### config.mk
export PLATFORM = sky130hd
export DESIGN_NAME = frame_reader
export DESIGN_NICKNAME = d
export VERILOG_FILES = /design/src/rtl/frame_reader.sv
export SDC_FILE = /design/constraint.sdc
export NUM_CORES = 1
export LEC_CHECK = 0
export BUFFER_PORTS_ARGS = -buffer_cell sky130_fd_sc_hd__buf_2
export CELL_PAD_IN_SITES_DETAIL_PLACEMENT = 1
export CELL_PAD_IN_SITES_GLOBAL_PLACEMENT = 1
export CORE_MARGIN = 3
export CORE_UTILIZATION = 37
export CTS_CLUSTER_SIZE = 20
export DETAILED_ROUTE_END_ITERATION = 6
export PLACE_DENSITY_LB_ADDON = 0.1
export SYNTH_ARGS = -nofsm -noshare
export SYNTH_HDL_FRONTEND = slang
export SYNTH_SLANG_ARGS = --single-unit
export TNS_END_PERCENT = 30
### constraint.sdc
create_clock -name clk -period 3.9 [get_ports clk]
set_clock_uncertainty 0.1 [all_clocks]
set_input_delay 1.17 -clock clk [delete_from_list [all_inputs] [get_ports clk]]
set_output_delay 1.17 -clock clk [all_outputs]
set_load 0.1 [all_outputs]
### src/rtl/frame_reader.sv
// rtl/frame_reader.sv - frame-buffer fetch engine: Avalon pipelined-read master feeding the pixel FIFO
// Issues HDISP*VDISP sequential word reads per frame under credit flow control.
module frame_reader #(
  parameter int          HDISP           = 800,
  parameter int          VDISP           = 480,
  parameter logic [31:0] BASE_ADDR       = 32'h0,
  parameter int          MAX_OUTSTANDING = 4
) (
  input  logic        clk,
  input  logic        rst,
  input  logic        frame_start,
  output logic [31:0] address,
  output logic        read,
  input  logic        waitrequest,
  input  logic [31:0] readdata,
  input  logic        readdatavalid,
  input  logic        fifo_almost_full,
  output logic [31:0] fifo_wdata,
  output logic        fifo_write,
  output logic        busy,
  output logic        frame_done
);

  localparam int TOTAL = HDISP * VDISP;
  localparam int CW    = $clog2(TOTAL + 1);
  localparam logic [CW-1:0] TOTAL_C = CW'(TOTAL);
  localparam logic [3:0]    MAX_C   = 4'(MAX_OUTSTANDING);

  typedef enum logic [1:0] {IDLE, READ, DRAIN, ABORT} state_t;

  state_t        state, state_nx;
  logic [CW-1:0] issued, issued_nx;
  logic [CW-1:0] received, received_nx;
  logic [3:0]    outstanding, outstanding_nx;
  logic          abort_pend, abort_pend_nx;
  logic [31:0]   address_nx;
  logic          read_nx, fifo_write_nx, frame_done_nx;
  logic          accept, rvalid_ok, clear;

  always_comb begin
    accept         = read && !waitrequest;
    // returns with nothing in flight are strays from before a reset
    rvalid_ok      = readdatavalid && (outstanding != 4'd0) && (state != IDLE);
    state_nx       = state;
    abort_pend_nx  = abort_pend;
    clear          = 1'b0;
    frame_done_nx  = 1'b0;
    fifo_write_nx  = rvalid_ok && ((state == READ) || (state == DRAIN));
    issued_nx      = issued + CW'(accept);
    received_nx    = received + CW'(fifo_write_nx);
    outstanding_nx = outstanding + 4'(accept) - 4'(rvalid_ok);
    address_nx     = accept ? address + 32'd4 : address;

    case (state)
      IDLE: begin
        if (frame_start) begin
          state_nx = READ;
          clear    = 1'b1;
        end
      end
      READ: begin
        // an abort during a stalled request waits for the accept
        if (frame_start || abort_pend) begin
          if (read && waitrequest) begin
            abort_pend_nx = 1'b1;
          end else begin
            state_nx      = ABORT;
            abort_pend_nx = 1'b0;
          end
        end else if (issued_nx == TOTAL_C) begin
          state_nx = DRAIN;
        end
      end
      DRAIN: begin
        if (frame_start) begin
          state_nx = ABORT;
        end else if (received_nx == TOTAL_C && outstanding_nx == 4'd0) begin
          state_nx      = IDLE;
          frame_done_nx = 1'b1;
        end
      end
      ABORT: begin
        if (outstanding_nx == 4'd0) begin
          state_nx = READ;
          clear    = 1'b1;
        end
      end
      default: state_nx = IDLE;
    endcase

    if (clear) begin
      issued_nx     = '0;
      received_nx   = '0;
      address_nx    = BASE_ADDR;
      abort_pend_nx = 1'b0;
    end

    if (read && !accept) begin
      read_nx = 1'b1;
    end else begin
      read_nx = (state == READ) && (state_nx == READ) && !abort_pend_nx &&
                (issued_nx < TOTAL_C) && !fifo_almost_full &&
                (outstanding_nx < MAX_C);
    end
  end

  always_ff @(posedge clk) begin
    if (rst) begin
      state       <= IDLE;
      issued      <= '0;
      received    <= '0;
      outstanding <= 4'd0;
      abort_pend  <= 1'b0;
      address     <= BASE_ADDR;
      read        <= 1'b0;
      fifo_wdata  <= 32'd0;
      fifo_write  <= 1'b0;
      frame_done  <= 1'b0;
    end else begin
      state       <= state_nx;
      issued      <= issued_nx;
      received    <= received_nx;
      outstanding <= outstanding_nx;
      abort_pend  <= abort_pend_nx;
      address     <= address_nx;
      read        <= read_nx;
      fifo_write  <= fifo_write_nx;
      frame_done  <= frame_done_nx;
      if (fifo_write_nx) fifo_wdata <= readdata;
    end
  end

  assign busy = (state != IDLE);

endmodule
=== Yosys cells after proc, flatten, opt, wreduce, memory -nomap -nowiden ===
Index checks and enable logic that the tools add are counted.

* Add/subtract/negate cells: 5
* Magnitude comparators: 2
* Eq/ne operators: 6
* Multiplexer cells: 18
* Bitwise operators: 1
* Reduce and logical (&&, ||, !) cells: 24

{| class="wikitable"
|+ Operator list
! cell !! number
|-
| adder 19 x 1 -> 19 bit || 2
|-
| == test 19 bit (second input constant) || 2
|-
| adder 32 x 3 -> 32 bit (second input constant) || 1
|-
| less-than comparator 19 bit (second input constant) || 1
|-
| 2-to-1 mux 19 bit || 1
|-
| 2-to-1 mux 2 bit || 7
|-
| logical AND 1 bit || 12
|-
| 2-to-1 mux 1 bit || 8
|-
| case mux 2 bit (4 select lines) || 1
|-
| adder 4 x 1 -> 4 bit || 1
|-
| == test 2 x 1 -> 1 bit (second input constant) || 2
|-
| == test 2 bit (second input constant) || 2
|-
| zero test 1 bit || 4
|-
| zero test 4 bit || 1
|-
| less-than comparator 4 x 3 -> 1 bit (second input constant) || 1
|-
| nonzero test 4 bit || 1
|-
| subtractor 4 x 1 -> 4 bit || 1
|-
| OR reduction 3 bit || 1
|-
| zero test 2 bit || 1
|-
| logical OR 1 bit || 2
|-
| case mux 1 bit (2 select lines) || 1
|-
| nonzero test 2 bit || 1
|-
| OR reduction 2 bit || 1
|-
| inverter 1 bit || 1
|}

* Bits in registers: 112
* Input port bits: 38
* Output and inout port bits: 68

=== Longest topological paths before layout ===
* Depth after elaboration: 17
* Mapped depth: 19

=== Worst setup path before layout ===
No wires, ideal clock.

* Kind: register -> register
* From: register state[1]
* To: register issued[13]
* Setup time: 0.118 ns
* Arrival: 4.136 ns
* Setup slack: -0.454 ns
* Cell stages (with the launch flop): 20
* Path buffers: 3
* Period minus slack after synthesis: 4.354 ns
* Cells stage by stage: dfxtp_1 inv_1 ha_1 inv_1 o311a_1 ha_1 inv_1 ha_1 inv_1 fa_1 nor3b_1 nand2_1 mux2i_1 a22oi_1 nor2_1 or2_2 clkbuf_1 clkbuf_1 buf_2 nor2_1

* Longest elaborated chain between the ends: 7
* Elaborated cells between the ends (all ways): 9
* Those cells by class: add/sub (1); eq/ne (1); mux (3); reduce/logical (4)

{| class="wikitable"
|+ Ends and longest elaborated chain
! element !! line !! text
|-
| from (decl) || 31 || <nowiki>state_t state, state_nx;</nowiki>
|-
| from (signal assigned) || 120 || <nowiki>state <= state_nx;</nowiki>
|-
| nonzero test 2 bit || n/a ||
|-
| named net busy || 20 || <nowiki>output logic busy,</nowiki>
|-
| logical AND 1 bit || 43 || <nowiki>rvalid_ok = readdatavalid && (outstanding != 4'd0) && (state != IDLE);</nowiki>
|-
| subtractor 4 x 1 -> 4 bit || 51 || <nowiki>outstanding_nx = outstanding + 4'(accept) - 4'(rvalid_ok);</nowiki>
|-
| zero test 4 bit || 83 || <nowiki>if (outstanding_nx == 4'd0) begin</nowiki>
|-
| 2-to-1 mux 1 bit || 83 ||
|-
| case mux 1 bit (2 select lines) || 54 || <nowiki>case (state)</nowiki>
|-
| 2-to-1 mux 19 bit || 91 || <nowiki>if (clear) begin</nowiki>
|-
| to (signal assigned) || 121 || <nowiki>issued <= issued_nx;</nowiki>
|-
| to (decl) || 32 || <nowiki>logic [CW-1:0] issued, issued_nx;</nowiki>
|}

The timed path passes the listed nets, and every way through them passes these cells.
A chain may end at the register's enable or synchronous reset.

=== Worst setup path after layout ===
* From: input port readdatavalid
* To: register read

* Longest elaborated chain between the ends: 16
* Elaborated cells between the ends (all ways): 26
* Those cells by class: add/sub (2); order compare (2); eq/ne (2); mux (9); reduce/logical (11)

{| class="wikitable"
|+ Ends and longest elaborated chain
! element !! line !! text
|-
| from (decl) || 16 || <nowiki>input logic readdatavalid,</nowiki>
|-
| logical AND 1 bit (*) (2 in a row) || 43 ||
|-
| logical AND 1 bit || 48 || <nowiki>fifo_write_nx = rvalid_ok && ((state == READ) || (state == DRAIN));</nowiki>
|-
| adder 19 x 1 -> 19 bit || 50 || <nowiki>received_nx = received + CW'(fifo_write_nx);</nowiki>
|-
| == test 19 bit || 77 || <nowiki>end else if (received_nx == TOTAL_C && outstanding_nx == 4'd0) begin</nowiki>
|-
| logical AND 1 bit || 77 ||
|-
| 2-to-1 mux 2 bit || 77 ||
|-
| 2-to-1 mux 2 bit || 75 || <nowiki>if (frame_start) begin</nowiki>
|-
| case mux 2 bit (4 select lines) || 54 ||
|-
| == test 2 x 1 -> 1 bit || 101 || <nowiki>read_nx = (state == READ) && (state_nx == READ) && !abort_pend_nx &&</nowiki>
|-
| logical AND 1 bit (3 in a row) || 101 ||
|-
| logical AND 1 bit || 102 || <nowiki>(issued_nx < TOTAL_C) && !fifo_almost_full &&</nowiki>
|-
| logical AND 1 bit (*) || 102 ||
|-
| 2-to-1 mux 1 bit (*) || 98 || <nowiki>if (read && !accept) begin</nowiki>
|-
| to (signal assigned) || 126 || <nowiki>read <= read_nx;</nowiki>
|-
| to (decl) || 13 || <nowiki>output logic read,</nowiki>
|}

Every way passes the cells marked *; elsewhere a longest branch is shown, timed or not.

==> flow_summary.json <==
{
  "holdBufCountCts": 0,
  "crit_chain": "buf_2, o311a_1, ha_4, inv_2, ha_4, inv_2, fa_2, nor3b_2, nand2_1, mux2i_1, a22oi_1, nor2_2, a211oi_1, or3_1, o32ai_1",
  "max_freq_mhz": 270,
  "intPower_w": 0.00192,
  "finalWirelength_mm": 13.6,
  "async_flop_share": 0,
  "netlist_top_cells_count": "dfxtp_1, nand2_1, nor2_1, a21oi_1, xor2_1",
  "die_y_um": 125,
  "min-delay-start": "fifo_wdata[3]",
  "synth.distinct_cells": 62,
  "cts_buffers": 9,
  "place_inst": 911,
  "yosysSeqAreaShare": 0.417,
  "dp_hpwl_mm": 10.1,
  "finalSetupViolCount": 0,
  "r2r_end": "read",
  "synth_most_common_cell": "dfxtp_1",
  "ios": 106,
  "std_cell_rows": 43,
  "worst_path_largest_cell_delay_ns": 0.55,
  "setup_tns_ns": 0,
  "fin_crit_sh": 0.950,
  "power.density_nw_per_um2": 408,
  "vias": 4696,
  "r2r_cells": 17,
  "clk_pin_slew_ns": 0.08,
  "drive_gt1_frac": 0.240,
  "p_sw_w": 0.000749,
  "synth.ff_latch_count": 110,
  "finish.instance_area_um2": 6530,
  "synthesis.area_um2": 5280,
  "startpoint_type": "input pin",
  "final_max_slew_viol_count": 0,
  "clk-insertion-delay-late_ns": 0.36,
  "dpl_cell_area_um2": 6200,
  "hold_viol": 0,
  "crit_family": "adder cells",
  "swShare": 0.281,
  "synth.area.top_cells": "dfxtp_1, nand2_1, xor2_1",
  "antenna_found_initial": 0,
  "start_util": 0.379,
  "fillers": 1708,
  "critPathBufInv": 3,
  "cts.root.buffer_cell": "clkbuf_16",
  "regArea_um2": 2200,
  "fp.dieW_um": 125,
  "ys.flop_type": "dfxtp_1",
  "io_buffers": 103,
  "pwr-share-seq": 0.435,
  "synth_cells": 632,
  "min_to": "fifo_wdata[3]",
  "combPwrFrac": 0.183,
  "synth.yosys.warnings": 0,
  "synth_top_area_cell": "dfxtp_1",
  "r2r_slack_ns": 0.25,
  "stdcell_count": 927,
  "die_area_um2": 15700,
  "synth-edff-count": 0,
  "areaGrowthSynthToFinish_pct": 23.8,
  "power.share.clock": 0.382,
  "slew_headroom": 0.605,
  "hold_depth": 2,
  "overflow": 0,
  "htreeDepth": 3,
  "diodes": 0,
  "cts_setup_buffers": 0,
  "cts_tree": "done",
  "nets": 796,
  "rr_startpoint": "state[0]",
  "grt_max_degree": 38,
  "place.gp.congestion": 0.807,
  "cp-end-kind": "flip-flop",
  "cp.arrival_ns": 3.87,
  "hold_slack_ns": 0.352,
  "setup.worst_path.class": "in2reg",
  "remaining_drc_errors": 0,
  "drv_cap": 0,
  "cts-resized-gates": 0,
  "cts_sinks": 110,
  "worst_path_max_delay_cell": "fa_2",
  "multi_input_area_um2": 2890,
  "detail_route.wl_per_cell_um": 14.7,
  "required_ns": 4.07,
  "grt_use_total": 0.173,
  "antenna_left": 0,
  "clockBufferDepth": 2,
  "grt_pass1_wl_mm": 22.7,
  "status": "finished clean",
  "p_leak_nw": 2.66,
  "drt_first_pass_iters": 4,
  "rsz0062_at_grt": "no",
  "grt_pass1_vias": 4774,
  "yosysTopAreaCellShare": 0.417,
  "total_power_w": 0.00267,
  "cp_max_fo": 3,
  "drtIter0Drc": 199,
  "synth_area_per_cell_um2": 8.35,
  "cp.depth": 15,
  "core_um2": 13900,
  "finalCriticalPeriod_ns": 3.70,
  "avgViaCountPerCell": 5.07,
  "vdd_drop_max_mv": 0.351,
  "hp-class": "reg2reg",
  "tightestPinTransition_ns": 0.588
}
[stage by stage]
| stage | setup slack, ns | utilization |
|---|---|---|
| 2_1_floorplan | 0.0296 | - |
| 3_3_place_gp | -0.165 | 0.445 |
| 3_5_place_dp | -0.193 | 0.445 |
| 4_1_cts | 0.112 | 0.468 |
| 5_1_grt | 0.0193 | 0.469 |
| 6_report | 0.196 | 0.469 |
[state kept, by name (all words and copies together), names as in the netlist]
name         cells
fifo_wdata      32
address         30
issued          19
received        19
outstanding      4
state            2
abort_pend       1
fifo_write       1
frame_done       1
read             1
[power groups by stage]
| stage | clock [W] | sequential [W] | combinational [W] |
|---|---|---|---|
| finish | 0.00102 | 0.00116 | 0.000489 |
| CTS | 0.00106 | 0.00116 | 0.000493 |
| global placement | 0 | 0.00119 | 0.000481 |
| floorplan | 0 | 0.00125 | 0.000260 |
| detailed placement | 0 | 0.00119 | 0.000490 |
| global route | 0.00110 | 0.00116 | 0.000541 |
[cell usage in the layout, fill, tap and decap left out, drive strengths merged, types with 3 or more instances in the layout]
cell    synthesis  layout
nand3          29      29
clkbuf         22       9
or3             3       3
nor2b           3       3
inv            24      25
nand4          13      13
a21boi          3       3
nand3b          3       3
nor4            7       7
and3           11      11
a311oi          3       3
dfxtp         110     110
a211oi          5       5
nor3           13      13
buf            14     134
a21oi          42      42
ha             15      15
o21ai           4       4
and4            9       9
nand4b          3       3
nor2           88      88
nand2          96      96
a31oi           4       4
xnor2          31      31
xor2           40      40
o22ai           4       4
[worst register-to-register path, delay by kind of cell (launching register included)]
kind / cells / cell delay (ns)
buf+inv: 4 / 0.40
mux: 1 / 0.20
compound gates: 4 / 0.63
flops: 1 / 0.35
simple gates: 4 / 0.74
fa+ha+maj: 4 / 1.14
[cell families after synthesis]
kind of cell / share of synthesized area
DFF: 0.417
xor gates and xnor gates: 0.118
other: 0.000711
adders and majority gates: 0.0394
muxes: 0.00380
buffers and inverters: 0.0465
and+or+nand+nor: 0.273
AOI/OAI and AO/OA: 0.101
[final cells by class]
type,count,area share
multi-input cells,463,0.443
flip-flops and latches,110,0.337
repair buffers,134,0.120
clock buffers,9,0.0345
well taps,180,0.0345
clock inverters,7,0.0161
inverters,24,0.0144
[metal layers]
metal | wire length, um | vias up | track usage
li1 | - | 2345 | -
met1 | 5840 | 2265 | 0.199
met2 | 6950 | 74 | 0.313
met3 | 593 | 12 | 0.0466
met4 | 205 | 0 | 0.0536
met5 | 0 | - | 0
[worst max path at each step]
| stage | from | end |
|---|---|---|
| floorplan | waitrequest | read |
| global placement | waitrequest | frame_done |
| detailed placement | waitrequest | read |
| CTS | state[0] | read |
| global route | readdatavalid | read |
| finish | readdatavalid | read |
Power figures use the tool's default switching activity.
